===== src/rtl/sme_host_driver.sv =====
// rtl/sme_host_driver.sv - host-side string/pattern transmitter for the string-matching engine
module sme_host_driver #(
    parameter int STR_MAX     = 32,
    parameter int PAT_MAX     = 8,
    parameter int TIMEOUT_CYC = 1023
) (
    input  logic       clk,
    input  logic       reset,
    input  logic       i_wr_en,
    input  logic       i_wr_sel,
    input  logic [7:0] i_wr_data,
    input  logic       i_clr,
    input  logic       i_start,
    input  logic       i_skip_string,
    output logic       o_busy,
    output logic       o_done,
    output logic       o_result_match,
    output logic [4:0] o_result_index,
    output logic       o_timeout,
    output logic       o_ovf,
    output logic [7:0] o_chardata,
    output logic       o_isstring,
    output logic       o_ispattern,
    input  logic       i_valid,
    input  logic       i_match,
    input  logic [4:0] i_match_index
);

    localparam int MAXLEN = (STR_MAX > PAT_MAX) ? STR_MAX : PAT_MAX;
    localparam int LW     = $clog2(MAXLEN + 1);
    localparam int SW     = (STR_MAX > 1) ? $clog2(STR_MAX) : 1;
    localparam int PW     = (PAT_MAX > 1) ? $clog2(PAT_MAX) : 1;
    localparam int CW     = (TIMEOUT_CYC > 1) ? $clog2(TIMEOUT_CYC + 1) : 1;
    localparam logic [LW-1:0] STR_FULL = LW'(STR_MAX);
    localparam logic [LW-1:0] PAT_FULL = LW'(PAT_MAX);
    localparam logic [CW-1:0] CNT_LAST = CW'(TIMEOUT_CYC - 1);

    typedef enum logic [1:0] {S_IDLE, S_SEND_STR, S_SEND_PAT, S_WAIT} state_t;

    state_t        r_state;
    logic [LW-1:0] r_str_len, r_pat_len, r_idx;
    logic [CW-1:0] r_cnt;
    logic          r_str_sent;
    logic          r_busy, r_done, r_result_match, r_timeout, r_ovf;
    logic [4:0]    r_result_index;
    logic [7:0]    r_chardata;
    logic          r_isstring, r_ispattern;
    logic [7:0]    r_str_mem [STR_MAX];
    logic [7:0]    r_pat_mem [PAT_MAX];

    logic       w_idle, w_skip, w_start_ok, w_wr, w_str_we, w_pat_we;
    logic [7:0] w_str_rd, w_pat_rd;

    assign w_idle     = (r_state == S_IDLE);
    assign w_skip     = i_skip_string && r_str_sent;
    assign w_start_ok = w_idle && i_start && (r_pat_len != '0) && ((r_str_len != '0) || w_skip);
    // A start accepted this cycle wins over clr/writes so the lengths it launched with stay intact.
    assign w_wr       = w_idle && i_wr_en && !i_clr && !w_start_ok;
    assign w_str_we   = w_wr && !i_wr_sel && (r_str_len != STR_FULL);
    assign w_pat_we   = w_wr && i_wr_sel && (r_pat_len != PAT_FULL);
    assign w_str_rd   = r_str_mem[r_idx[SW-1:0]];
    assign w_pat_rd   = r_pat_mem[r_idx[PW-1:0]];

    always_ff @(posedge clk) begin
        if (w_str_we) r_str_mem[r_str_len[SW-1:0]] <= i_wr_data;
        if (w_pat_we) r_pat_mem[r_pat_len[PW-1:0]] <= i_wr_data;
    end

    always_ff @(posedge clk or posedge reset) begin
        if (reset) begin
            r_state        <= S_IDLE;
            r_str_len      <= '0;
            r_pat_len      <= '0;
            r_idx          <= '0;
            r_cnt          <= '0;
            r_str_sent     <= 1'b0;
            r_busy         <= 1'b0;
            r_done         <= 1'b0;
            r_result_match <= 1'b0;
            r_result_index <= '0;
            r_timeout      <= 1'b0;
            r_ovf          <= 1'b0;
            r_chardata     <= '0;
            r_isstring     <= 1'b0;
            r_ispattern    <= 1'b0;
        end else begin
            r_done <= 1'b0;
            case (r_state)
                S_IDLE: begin
                    if (w_start_ok) begin
                        r_busy <= 1'b1;
                        r_idx  <= LW'(1);
                        if (w_skip) begin
                            r_state     <= S_SEND_PAT;
                            r_chardata  <= r_pat_mem[0];
                            r_ispattern <= 1'b1;
                        end else begin
                            r_state    <= S_SEND_STR;
                            r_chardata <= r_str_mem[0];
                            r_isstring <= 1'b1;
                        end
                    end else if (i_clr) begin
                        r_str_len <= '0;
                        r_pat_len <= '0;
                        r_ovf     <= 1'b0;
                    end else if (i_wr_en) begin
                        if (!i_wr_sel) begin
                            if (w_str_we) r_str_len <= r_str_len + LW'(1);
                            else          r_ovf     <= 1'b1;
                        end else begin
                            if (w_pat_we) r_pat_len <= r_pat_len + LW'(1);
                            else          r_ovf     <= 1'b1;
                        end
                    end
                end
                S_SEND_STR: begin
                    if (r_idx != r_str_len) begin
                        r_chardata <= w_str_rd;
                        r_idx      <= r_idx + LW'(1);
                    end else begin
                        r_state     <= S_SEND_PAT;
                        r_str_sent  <= 1'b1;
                        r_chardata  <= r_pat_mem[0];
                        r_isstring  <= 1'b0;
                        r_ispattern <= 1'b1;
                        r_idx       <= LW'(1);
                    end
                end
                S_SEND_PAT: begin
                    if (r_idx != r_pat_len) begin
                        r_chardata <= w_pat_rd;
                        r_idx      <= r_idx + LW'(1);
                    end else begin
                        // The first quiet cycle on the stream is what triggers the engine.
                        r_state     <= S_WAIT;
                        r_chardata  <= '0;
                        r_ispattern <= 1'b0;
                        r_idx       <= '0;
                        r_cnt       <= '0;
                    end
                end
                S_WAIT: begin
                    if (i_valid) begin
                        r_state        <= S_IDLE;
                        r_busy         <= 1'b0;
                        r_done         <= 1'b1;
                        r_result_match <= i_match;
                        r_result_index <= i_match_index;
                        r_timeout      <= 1'b0;
                    end else if (r_cnt == CNT_LAST) begin
                        r_state        <= S_IDLE;
                        r_busy         <= 1'b0;
                        r_done         <= 1'b1;
                        r_result_match <= 1'b0;
                        r_result_index <= '0;
                        r_timeout      <= 1'b1;
                    end else begin
                        r_cnt <= r_cnt + CW'(1);
                    end
                end
                default: r_state <= S_IDLE;
            endcase
        end
    end

    assign o_busy         = r_busy;
    assign o_done         = r_done;
    assign o_result_match = r_result_match;
    assign o_result_index = r_result_index;
    assign o_timeout      = r_timeout;
    assign o_ovf          = r_ovf;
    assign o_chardata     = r_chardata;
    assign o_isstring     = r_isstring;
    assign o_ispattern    = r_ispattern;

endmodule


===== config.mk =====
export PLATFORM = sky130hd
export DESIGN_NAME = sme_host_driver
export DESIGN_NICKNAME = d
export VERILOG_FILES = /design/src/rtl/sme_host_driver.sv
export SDC_FILE = /design/constraint.sdc
export NUM_CORES = 1
export LEC_CHECK = 0
export ABC_AREA = 1
export CORE_AREA = 2 2 196 295
export CTS_CLUSTER_SIZE = 12
export DETAILED_ROUTE_END_ITERATION = 10
export DIE_AREA = 0 0 198 297
export GPL_TIMING_DRIVEN = 0
export PLACE_DENSITY = 0.43
export SYNTH_ARGS = -nofsm -noshare
export SYNTH_HDL_FRONTEND = slang
export SYNTH_SLANG_ARGS = --single-unit

===== constraint.sdc =====
create_clock -name clk -period 3.1 [get_ports clk]
set_clock_uncertainty 0.05 [all_clocks]
set_input_delay 0.465 -clock clk [delete_from_list [all_inputs] [get_ports clk]]
set_output_delay 0.465 -clock clk [all_outputs]
set_load 0.01 [all_outputs]

==> results of run 1 <==
==> power groups by stage <==
stage                     Combinational, mW  Sequential [mW]  Clock (mW)
after detailed placement               5.78             5.98           0
final                                  5.93             5.88        4.50
after floorplan                        3.42             5.98           0
after CTS                              5.87             5.88        4.62
after global placement                 5.72             5.99           0
after global routing                   6.62             5.90        4.76
==> state kept, by name, summed over array words and instances (netlist names), 2 cells and up <==
signal          count
r_str_len           6
o_result_index      5
r_pat_mem          64
r_str_mem         256
r_idx               6
r_pat_len           6
o_chardata          8
r_state             2
r_cnt              10
==> how the worst max path moves through the flow <==
stage | start | to | slack [ns]
2_1_floorplan | r_str_len[0]$_DFFE_PP0P_ | r_str_mem[10][0]$_DFFE_PP_ | 0.51
3_3_place_gp | r_str_len[0]$_DFFE_PP0P_ | r_str_mem[18][7]$_DFFE_PP_ | -0.73
3_5_place_dp | r_str_len[0]$_DFFE_PP0P_ | r_str_mem[2][3]$_DFFE_PP_ | -0.53
4_1_cts | r_str_len[1]$_DFFE_PP0P_ | r_str_mem[4][2]$_DFFE_PP_ | -0.25
5_1_grt | r_str_len[1]$_DFFE_PP0P_ | r_str_mem[15][2]$_DFFE_PP_ | -0.03
6_report | r_str_len[0]$_DFFE_PP0P_ | r_str_mem[15][5]$_DFFE_PP_ | 0.11
==> cells by family (layout without fill, tap and decap cells) <==
group	Yosys count	count (layout)
AND/OR/NAND/NOR	982	982
flip-flops	371	371
buffers and inverters	202	362
AO/OA/AOI/OAI	91	91
XOR/XNOR	16	16
adder cells (fa/ha/maj)	13	13
==> layer usage <==
layer / up-vias / global-route usage, % / routed length, um
li1: 5884 / - / -
met1: 5929 / 22.0 / 21300
met2: 302 / 34.6 / 29200
met3: 105 / 1.84 / 1850
met4: 0 / 8.29 / 2640
met5: - / 0 / 0
==> worst max-delay path, cell delays in order (launching register included) <==
cell        delay [ns]
dfrtp_1           0.46
inv_1             0.14
ha_1              0.21
clkinvlp_4        0.14
nor3_4            0.34
nand4_2           0.18
nand3_4           0.19
nand4_4           0.22
buf_4             0.22
nor3_4            0.46
==> what timing repair did <==
| item | in CTS | in global routing |
|---|---|---|
| setup buffers | 1 | 38 |
| pin swaps | 1 | 25 |
| endpoints found under the setup margin | 283 | 293 |
| gates resized for setup | 36 | 24 |
==> final cells by class <==
| type | instances | share of cell area [%] |
|---|---|---|
| flip-flops and latches | 371 | 53.1 |
| repair buffers | 94 | 5.77 |
| clock buffers | 51 | 5.29 |
| multi-input cells | 1102 | 26.5 |
| plain buffers | 82 | 2.00 |
| inverters | 120 | 2.22 |
| clock inverters | 15 | 0.525 |
| well taps | 763 | 4.66 |
==> synthesized netlist by cell type, types with 3 or more instances <==
cell	n	area share, %
nor2_1	85	1.9
buf_6	5	0.34
buf_4	3	0.13
buf_2	42	1.3
o22ai_1	3	0.11
nand2_4	4	0.27
nand4_1	11	0.41
a22o_1	6	0.31
clkbuf_1	27	0.61
nor3_1	38	1.1
o21ai_0	30	0.90
and3_1	7	0.26
ha_1	13	0.97
clkinv_1	4	0.090
inv_1	113	2.5
inv_2	3	0.067
buf_1	5	0.11
nand3_1	196	5.9
edfxtp_1	320	57
o21bai_1	8	0.36
xnor2_1	4	0.21
o31ai_1	9	0.40
nand2_1	629	14
a21oi_1	32	0.96
xor2_1	12	0.63
dfrtp_1	51	7.6
==> through the flow <==
stage	worst slack (ns)	hold slack, ns
floorplan	0.509	0.443
global placement	-0.729	0.409
detailed placement	-0.533	0.415
CTS	-0.253	0.210
global route	-0.0321	0.247
finish	0.111	0.217
==> metrics, run 1 <==
outcome=finished, final reports clean; HPWL Detailed=39400 um; Clk Tree Root Cell=clkbuf_16; final cycle utilization of the critical path=96.4%; Area Overhead vs Synth=22.4%; crit path time final=2.99 ns; number of global-route vias before repair=12041; Int Power=10.0 mW; Final Hold Violating Endpoints=0; crit-path max FO=8; final core occ=36.4%; htree depth=2; TritonRoute pass-1 iters=7; simple-gate area share of the yosys netlist=24.9%; Post-Syn Area per Cell=10.0 sq um; layout cell share with drive strength beyond 1=12.2%; critical path endpoint category=register; Post-Syn Nets=1710; Min-Delay Path Class=in -> async; Reg clk slew, reported paths=0.06 ns; # rows=107; Worst setup SP type=register; share of flip-flops with an asynchronous set or reset after synthesis=13.7%; initial core utilization=29.7%; fmax=335 MHz; commonest non-fill, non-tap cell in the layout=nand2_1; worst reg2reg endpoint=r_str_mem[15][5]$_DFFE_PP_; slew margin rel.=40.2%; Worst EP required=3.23 ns; Static Leak=8.33 nW; largest net degree at the start of global routing=41; Die Width=198 um; drt via density=4.70; number of flops mapped to enable cells by yosys=320; deepest clock path buffer count=3; CTS Hold Bufs=0; largest family of logic cells by synthesized area=simple AND/OR/NAND/NOR gates; Mapped Area=16700 sq um; VDD IR max=368 uV; setup TNS=0 ns; Layout Cells excl Fill=2598; overall routed net length=55000 um; xor/xnor share of the synthesized area=0.837%; CTS tree=yes; RR Startpoint=r_str_len[0]$_DFFE_PP0P_; Multi-input gate area=5420 sq um; final setup violation count=0; WS Path Type=reg -> reg; PortBufs=40; sequential share of power=36.1%; # clock sinks=371; Net Sw Frac=38.7%; total track usage=18.8%; total congestion overflow=0; sequential fraction of the synthesis area=65.0%; via count=12220; Die Y=297 um; top_reg_cell synth=edfxtp_1; antenna-violating nets left=0; power share of the clock group=27.6%; FF/Latch Area=10900 sq um; post-synthesis compound-gate area fraction=3.18%; core box area=56400 sq um; placed instance area=18400 sq um; Fill cells=5579; commonest non-fill, non-tap cells in the layout=nand2_1 (629), edfxtp_1 (320), nand3_1 (196), inv_1 (111), nor2_1 (81); synthesis-stage register bit count=371; die footprint=58800 sq um; Slew Viols, Final=0; cts bufs inserted=40; reg2reg path depth=9; Placer Congestion=0.896; Top-Level Pins=42; multiplexer share of the synthesized area=0%; number of max-cap violations=0; Finished Cell Area=20500 sq um; # nets final=1846; number of instances in the placed design=2493; P_sw=6.31 mW; slack of the worst reg-to-reg path=0.11 ns; initial antenna violation count=0; CP arrival=3.11 ns; Overall Power=16.3 mW; pwr dens=795 nW/um^2; first-pass GRT wire length=80500 um; starting DRC count in detailed routing=775; number of distinct library cells after synthesis=38; Synth Instances=1675; number of remaining DRC errors=0; Ys Warns=0; combinational share of power=36.4%; Tightest Pin Transition=0.897 ns; Antenna Cells=0; DR WL/cell=21.2 um; worst skew pair latency=0.56 ns; Adder-Cell Fraction of Synth Area=0.971%
No activity file was read; power rests on OpenSTA's default activity.
==> run 2, diff against run 1 <==
--- a/config.mk
+++ b/config.mk
@@ -6,10 +6,10 @@
 export NUM_CORES = 1
 export LEC_CHECK = 0
 export ABC_AREA = 1
-export CORE_AREA = 2 2 196 295
+export CORE_AREA = 3 3 197 296
 export CTS_CLUSTER_SIZE = 12
 export DETAILED_ROUTE_END_ITERATION = 10
-export DIE_AREA = 0 0 198 297
+export DIE_AREA = 0 0 200 299
 export GPL_TIMING_DRIVEN = 0
 export PLACE_DENSITY = 0.43
 export SYNTH_ARGS = -nofsm -noshare
==> metrics, run 2 (synthesis results as in run 1) <==
Critical Path Source=r_str_len[0]$_DFFE_PP0P_; die footprint=59800 sq um (+1.7%); Largest register FFs=256 (unchanged); cts bufs inserted=38 (-5.0%); slew margin rel.=37.7% (-2.5 points); # nets final=1830 (-0.87%); pwr dens=789 nW/um^2 (-0.74%); initial antenna violation count=0 (unchanged); setup TNS=0 ns (unchanged); initial core utilization=30.0% (+0.28 points); FF/Latch Area=10900 sq um (unchanged); antenna-violating nets left=0 (unchanged); Multi-input gate area=5380 sq um (-0.81%); slack of the worst reg-to-reg path=0.12 ns (about the same); starting DRC count in detailed routing=753 (-2.8%); Die Width=200 um (+1.0%); # rows=106 (-0.93%); CP Cell Sequence=inv_1 > ha_1 > clkinvlp_4 > nor3_4 > nand4_2 > nand3_4 > nand4_4 > nand2_4 > nand3_4 > nor2_2; crit path time final=2.98 ns (-0.00601 ns); number of remaining DRC errors=0 (unchanged); critical path endpoint category=register; largest net degree at the start of global routing=41 (unchanged); VDD IR max=356 uV (-3.2%); Top-Level Pins=42 (unchanged); WS Path Type=reg -> reg; first-pass GRT wire length=79000 um (-1.9%); Post-Place Worst Slack=-0.572 ns (-0.0390 ns); outcome=finished, final reports clean; Reg clk slew, reported paths=0.06 ns (about the same); via count=12162 (-0.47%); Worst setup SP type=register; Clk Tree Root Cell=clkbuf_16; unrepaired setup endpoints after global routing=yes; number of max-cap violations=0 (unchanged); worst reg2reg endpoint=r_pat_mem[0][5]$_DFFE_PP_; RR Startpoint=r_str_len[0]$_DFFE_PP0P_; Die Y=299 um (+0.67%); DR WL/cell=21.3 um (+0.70%); Overall Power=16.0 mW (-2.2%); worst skew pair latency=0.54 ns (-0.02 ns); final cycle utilization of the critical path=96.2% (-0.19 points); commonest non-fill, non-tap cell in the layout=nand2_1; Slew Viols, Final=0 (unchanged); reg2reg path depth=10 (+1); crit-path max FO=10 (+2); hold_ws=0.190 ns (-0.0270 ns); number of instances in the placed design=2484 (-0.36%); drt via density=4.73 (+0.61%); HPWL Detailed=38700 um (-1.7%); CP arrival=3.10 ns (about the same); PortBufs=40 (unchanged); most used cell, CP=nand3_4; Worst EP required=3.22 ns (about the same); Layout Cells excl Fill=2570 (-1.1%); total track usage=18.1% (-0.76 points); layout cell share with drive strength beyond 1=11.3% (-0.96 points); overall routed net length=54800 um (-0.38%); Final Hold Violating Endpoints=0 (unchanged); Slowest Stage Delay on Critical Path=0.46 ns (about the same); commonest non-fill, non-tap cells in the layout=nand2_1 (629), edfxtp_1 (320), nand3_1 (196), inv_1 (111), nor2_1 (81); Placer Congestion=0.893 (-0.34%); number of global-route vias before repair=11730 (-2.6%); Fill cells=5581 (+0.036%); core box area=55800 sq um (-0.93%); final setup margin=0.117 ns (+0.00601 ns); TritonRoute pass-1 iters=7 (unchanged); Static Leak=8.18 nW (-1.8%); total congestion overflow=0 (unchanged); CTS tree=yes; # clock sinks=371 (unchanged); Critical Path Slowest Stage Cell=dfrtp_1; crit path capture=r_pat_mem[0][5]$_DFFE_PP_; htree depth=2 (unchanged); fmax=335 MHz (+0.20%); Area Overhead vs Synth=20.7%; final setup violation count=0 (unchanged); deepest clock path buffer count=3 (unchanged); Min-Delay Path Class=in -> async; Tightest Pin Transition=0.935 ns (+0.0374 ns)
==> run 2: how the worst min path moves through the flow <==
stage	end	depth (start not counted)	slack (ns)	from
after global placement	o_ispattern$_DFFE_PP0P_	2	0.41	o_ispattern$_DFFE_PP0P_
final	o_chardata[7]$_DFFE_PP0P_	2	0.19	reset
after floorplan	r_cnt[6]$_DFFE_PP0P_	2	0.44	r_cnt[6]$_DFFE_PP0P_
after detailed placement	o_ispattern$_DFFE_PP0P_	2	0.42	o_ispattern$_DFFE_PP0P_
after global routing	o_chardata[6]$_DFFE_PP0P_	2	0.22	reset
after CTS	o_chardata[3]$_DFFE_PP0P_	2	0.18	reset
==> run 2: power breakdown <==
part | total, mW | switching (mW) | leakage (nW) | internal [mW]
sequential | 5.89 | 0.203 | 3.54 | 5.68
clock | 4.21 | 1.87 | 0.519 | 2.34
combinational | 5.85 | 4.12 | 4.12 | 1.74
total | 16.0 | 6.19 | 8.18 | 9.76
==> run 2: critical path: cells and delay by family (launching register included) <==
family	cells	cell delay, ns
fa+ha+maj	1	0.20
buf+inv	2	0.25
flops	1	0.46
simple gates	7	1.63
==> run 2: metal layers <==
layer	part of all wire [%]	routed length [um]	global-route usage, %
met1	40	21700	21.4
met2	53	28800	33.2
met3	3.5	1930	1.76
met4	4.4	2390	7.35
met5	0	0	0
==> run 2: repair_timing <==
action,CTS,global route
buffers inserted,0,27
hold buffers,0,0
pin swaps,0,24
gates resized for setup,36,16
setup endpoints to repair,282,284
==> run 2: final cells by class <==
class	count	share of cell area [%]
Antenna cell	1	0.0124
Buffer	82	2.03
Clock buffer	53	5.19
Clock inverter	5	0.161
Inverter	120	2.25
Multi-Input combinational cell	1102	26.6
Sequential cell	371	53.9
Tap cell	756	4.68
Timing Repair Buffer	80	5.18
==> run 2: metrics by stage <==
stage / area, sq um / utilization, %
2_1_floorplan: 16700 / -
3_3_place_gp: 18100 / 32.4
3_5_place_dp: 18400 / 32.9
4_1_cts: 19600 / 35.2
5_1_grt: 20200 / 36.2
6_report: 20200 / 36.2
